### config.mk
export PLATFORM = sky130hd
export DESIGN_NAME = arb_mux2_rr
export DESIGN_NICKNAME = d
export VERILOG_FILES = /design/src/rtl/arb_mux2_rr.sv
export SDC_FILE = /design/constraint.sdc
export NUM_CORES = 1
export LEC_CHECK = 0
export CAP_MARGIN = 20
export CORE_MARGIN = 4
export CORE_UTILIZATION = 42
export CTS_BUF_LIST = sky130_fd_sc_hd__clkbuf_16
export DETAILED_ROUTE_END_ITERATION = 6
export GPL_ROUTABILITY_DRIVEN = 0
export HOLD_SLACK_MARGIN = 0.12
export PLACE_DENSITY_LB_ADDON = 0.15
export REMOVE_ABC_BUFFERS = 1
export SLEW_MARGIN = 10
export SYNTH_ARGS = -nofsm -noshare
export SYNTH_HDL_FRONTEND = slang
export SYNTH_SLANG_ARGS = --single-unit
### constraint.sdc
create_clock -name clk -period 3.6 [get_ports clk]
set_input_delay 0.72 -clock clk [delete_from_list [all_inputs] [get_ports clk]]
set_output_delay 0.72 -clock clk [all_outputs]
set_load 0.005 [all_outputs]
### src/rtl/arb_mux2_rr.sv
// arb_mux2_rr: two-input round-robin arbiter feeding a single output register.
// The output stage presents the registered word with a mux-style select bit
// (0 = input a, 1 = input b) and drains over a valid/ready handshake.
// Optional handshake counters are enabled by defining ARB_MUX2_STATS_EN.
module arb_mux2_rr #(
  parameter int   WIDTH      = 8,
  parameter logic FIRST_PRIO = 1'b0
) (
  input  logic             clk,
  input  logic             rst_n,
  input  logic             a_valid,
  input  logic [WIDTH-1:0] a_data,
  output logic             a_ready,
  input  logic             b_valid,
  input  logic [WIDTH-1:0] b_data,
  output logic             b_ready,
  output logic             out_valid,
  output logic [WIDTH-1:0] out_data,
  output logic             out_sel,
  input  logic             out_ready
`ifdef ARB_MUX2_STATS_EN
  ,
  output logic [15:0]      cnt_a,
  output logic [15:0]      cnt_b
`endif
);

  typedef enum logic {EMPTY = 1'b0, FULL = 1'b1} state_t;

  state_t           state_q, state_d;
  logic             ptr_q, ptr_d;
  logic [WIDTH-1:0] data_q, data_d;
  logic             sel_q, sel_d;

  logic can_load;
  logic grant_a;
  logic grant_b;

  // Arbitration, ready generation and next-state for the output register.
  // Readies are gated by rst_n so no handshake can complete while in reset.
  always_comb begin
    state_d  = state_q;
    ptr_d    = ptr_q;
    data_d   = data_q;
    sel_d    = sel_q;
    can_load = (state_q == EMPTY) || out_ready;
    grant_a  = rst_n && can_load && a_valid && (!b_valid || !ptr_q);
    grant_b  = rst_n && can_load && b_valid && (!a_valid ||  ptr_q);

    if (grant_a || grant_b) begin
      data_d  = grant_b ? b_data : a_data;
      sel_d   = grant_b;
      // Pointer always names the input that did not just win.
      ptr_d   = !grant_b;
      state_d = FULL;
    end else if (state_q == FULL && out_ready) begin
      state_d = EMPTY;
    end
  end

  // Output register, state and priority pointer.
  always_ff @(posedge clk or negedge rst_n) begin
    if (!rst_n) begin
      state_q <= EMPTY;
      ptr_q   <= FIRST_PRIO;
      data_q  <= '0;
      sel_q   <= 1'b0;
    end else begin
      state_q <= state_d;
      ptr_q   <= ptr_d;
      data_q  <= data_d;
      sel_q   <= sel_d;
    end
  end

  assign a_ready   = grant_a;
  assign b_ready   = grant_b;
  assign out_valid = (state_q == FULL);
  assign out_data  = data_q;
  assign out_sel   = sel_q;

`ifdef ARB_MUX2_STATS_EN
  logic [15:0] cnt_a_q, cnt_a_d;
  logic [15:0] cnt_b_q, cnt_b_d;

  // Saturating handshake counters.
  always_comb begin
    cnt_a_d = cnt_a_q;
    cnt_b_d = cnt_b_q;
    if (grant_a && cnt_a_q != 16'hFFFF) cnt_a_d = cnt_a_q + 16'd1;
    if (grant_b && cnt_b_q != 16'hFFFF) cnt_b_d = cnt_b_q + 16'd1;
  end

  // Counter registers.
  always_ff @(posedge clk or negedge rst_n) begin
    if (!rst_n) begin
      cnt_a_q <= '0;
      cnt_b_q <= '0;
    end else begin
      cnt_a_q <= cnt_a_d;
      cnt_b_q <= cnt_b_d;
    end
  end

  assign cnt_a = cnt_a_q;
  assign cnt_b = cnt_b_q;
`endif

endmodule
## Word level (Yosys, flattened, before mapping)

Index checks and enable logic that the tools add are counted.

| word-level totals | value |
|---|---|
| bits in registers | 11 |
| word-level logic and storage cells | 23 |
| output and inout bits | 12 |

| operators by class | value |
|---|---|
| muxes and demuxes | 3 |
| bitwise gates (word level) | 1 |
| reductions and logical operators | 15 |

Operators by type and width:

| operator | number |
|---|---|
| $mux W8 | 1 |
| $logic_and A1 B1 Y1 | 6 |
| $logic_not A1 Y1 | 4 |
| $logic_or A1 B1 Y1 | 4 |
| $mux W1 | 2 |
| $reduce_bool A2 Y1 | 1 |
| $not A1 Y1 | 1 |

## Longest topological paths before layout

| depth | value |
|---|---|
| depth in word-level cells | 7 |
| mapped depth | 6 |

## Least setup slack after synthesis

No wires, ideal clock.

| timing | value |
|---|---|
| path kind | input to output |
| from | input b_valid |
| to | output b_ready |
| required time | 2.880 ns |
| buffers on the path | 1 |
| arrival time | 1.414 ns |
| path slack | 1.466 ns |
| cell stages on the path | 3 |
| path through | buf_6 clkinv_1 nor4_2 |

| on the way | value |
|---|---|
| longest elaborated chain between the ends | 2 |

Ends and longest elaborated chain:

| item | line | source |
|---|---|---|
| start: declaration | 14 | `input logic b_valid,` |
| $logic_and A1 B1 Y1 (2 in a row) | 48 | `grant_b = rst_n && can_load && b_valid && (!a_valid \|\| ptr_q);` |
| end: declaration | 16 | `output logic b_ready,` |

Every way passes these cells.

## Final worst setup path

| timing | value |
|---|---|
| from | input b_valid |
| to | output a_ready |

| on the way | value |
|---|---|
| longest elaborated chain between the ends | 3 |

Ends and longest elaborated chain:

| item | line | source |
|---|---|---|
| $logic_not A1 Y1 | 47 | `grant_a = rst_n && can_load && a_valid && (!b_valid \|\| !ptr_q);` |
| $logic_or A1 B1 Y1 | 47 |  |
| $logic_and A1 B1 Y1 | 47 |  |
| end: declaration | 13 | `output logic a_ready,` |

Every way passes these cells.

==> summary.md <==
| Metric | Value |
|---|---|
| Die Wd | 48.7 um |
| CTS tree | yes |
| Pwr Density | 469 mW/mm^2 |
| Clock transition at path regs | 0.04 ns |
| Final Hold Violating Endpoints | 0 |
| Routed WL per cell | 16.8 um |
| Register area share after synthesis | 39.6% |
| YS warnings | 0 |
| Synthesis-to-finish area growth | 58.2% |
| Worst-margin pin slew | 0.361 ns |
| Skew final | 0.00521 ns |
| CP endpoint kind | output port |
| Share of the synthesized area in the top cell type | 39.6% |
| CTS Buf Count | 3 |
| Critical Path Fanout Max | 9 |
| GRT Overall Usage | 17.7% |
| Area of the mapped netlist | 694 um^2 |
| Initial antenna violation count | 0 |
| Post-synth EDFFs | 0 |
| Synth area leaders | dfrtp_1 40%, a31oi_1 14%, o41ai_1 10% |
| Slowest-stage cell, CP | clkdlybuf4s50_1 |
| Number of global-route vias before repair | 703 |
| Max clock buf depth | 2 |
| Proportion of layout cells with a drive suffix above 1 | 11.2% |
| Post-synth top area cell | dfrtp_1 |
| 1st-pass router iterations | 4 |
| DP HPWL | 1410 um |
| Post-cts resize count | 0 |
| CP required | 2.88 ns |
| Antenna Nets Post-Route | 0 |
| Status | complete, no violations |
| Post CTS Setup Buffer Count | 0 |
| Commonest cells in the netlist | 16 x a31oi_1, 11 x dfrtp_1, 8 x nand2_1, 8 x o41ai_1, 8 x or4_1 |
| Overall power | 0.515 mW |
| Cells after synthesis | 74 |
| Max incr delay on CP | 0.48 ns |
| Worst path arrival time | 2.28 ns |
| FP Rows | 14 |
| First-pass GRT wire length | 3390 um |
| Worst path most repeated cell | clkdlybuf4s50_1 |
| Slew Limit Headroom | 76.0% |
| Ys async rst share | 100% |
| VDD IR-drop max | 0.270 mV |
| DR iter-0 viols | 12 |
| Leakage Power | 0.432 nW |
| Endpoints failing setup | 0 |
| Placeable Area | 0.00154 mm^2 |
| GR Util met3 | 3.99% |
| Number of hold buffers added after CTS | 0 |
| Top Usage Layer GRT | met2 |
| Io pins | 33 |
| Critical-path cell list | clkdlybuf4s50_1, clkinv_1, buf_4, o2111ai_1, inv_1, clkdlybuf4s50_1 |
| Routed vias | 762 |
| Min Tclk post-route | 3.00 ns |
| MaxCap Viol Count | 0 |
| Synth Area per Inst | 9.38 um^2 |
| Final WL | 2060 um |
| Fillers | 132 |
| Die Y | 48.7 um |
| Yosys cell types | 19 |
| Count leader, synth | a31oi_1 |
| # DRC | 0 |
| Yosys reg bits | 11 |
| Overflow after GRT | 0 |
| Largest net degree at the start of global routing | 21 |
| Port Buffers | 32 |
| Clock Sinks | 11 |
| TNS Setup | 0 ns |
| Most used DFF post-synth | dfrtp_1 |
| Final net count | 129 |
| Initial Util | 45.0% |
| WP buf/inv | 5 |
| CP Class | in2out |
| Die area | 0.00237 mm^2 |
| Worst-skew pair later-pin latency | 0.24 ns |
| Met1 Track Usage GR | 24.3% |
| CP startpoint kind | primary input |
| Ant diodes | 0 |
| Slew Viols, Final | 0 |
| Cell family with most CP delay | buffers and inverters |
| Vias per inst | 6.20 |
| Hold crit path type | reg2reg |
| RSZ-0062 raised after global routing | false |
| H-tree levels | 1 |
| Grt met2 use | 27.0% |
| Highest Clock Rate | 334 MHz |
| Fin crit share | 83.2% |
| Clock root buffer | clkbuf_16 |
stage by stage:
step                      hold WS [ns]  cells  setup slack (ns)  utilization (%)  cell area [um^2]
final                            0.488    123             0.604             71.3              1100
after global routing             0.522    123             0.477             71.3              1100
after CTS                        0.486    123             0.591             71.3              1100
after detailed placement         0.470    119             0.586             66.2              1020
after global placement           0.479    119             0.630             66.2              1020
after floorplan                  0.424     65              1.44                -               634
worst paths after layout:
path                       slack (ns)           to  cells after the start  startpoint
max                              0.60      a_ready                      6     b_valid
min                              0.49      out_sel                      1     out_sel
max reg2reg                      2.06  out_data[6]                      4   out_valid
min reg2reg                      0.49      out_sel                      1     out_sel
max in group asynchronous        2.48  out_data[2]                      2       rst_n
min in group asynchronous        0.92  out_data[5]                      2       rst_n
logic make-up after synthesis:
kind of cell | Yosys count | share of synthesized area, %
compound gates | 27 | 27.6
buf+inv | 13 | 10.8
flops | 11 | 39.6
simple gates | 23 | 22.0
sequential cells by signal (all words and copies together), names as in the netlist:
name	count
ptr_q	1
out_valid	1
out_sel	1
out_data	8
cell usage in the layout, fill, tap and decap left out, types with 2 or more instances in the layout:
cell	synthesis	layout
buf_4	0	6
inv_1	3	4
dfrtp_1	11	11
o41ai_1	8	8
nand2_1	8	8
or4_1	8	8
clkbuf_16	0	3
or2_1	2	2
a31oi_1	16	16
clkdlybuf4s50_1	0	32
metal layers:
layer  share of wire (%)  vias up
met2                  46       45
met3                 8.3        2
met5                   0        -
li1                    -      363
met4                0.49        0
met1                  45      352
cell type report:
cell class,count,area [um^2],share of cell area [%]
tap,16,20.0,1.82
sequential,11,275,25.1
multi-input combinational,50,344,31.3
clock inverter,1,3.75,0.342
timing repair buffer,38,365,33.3
clock buffer,3,75.1,6.83
inverter,4,15.0,1.37
power by group:
group          switching [mW]  internal, mW  total, mW
registers              0.0142         0.149      0.163
clock network          0.0551         0.146      0.201
logic                  0.0627        0.0885      0.151
(Power assumes the default switching activity.)
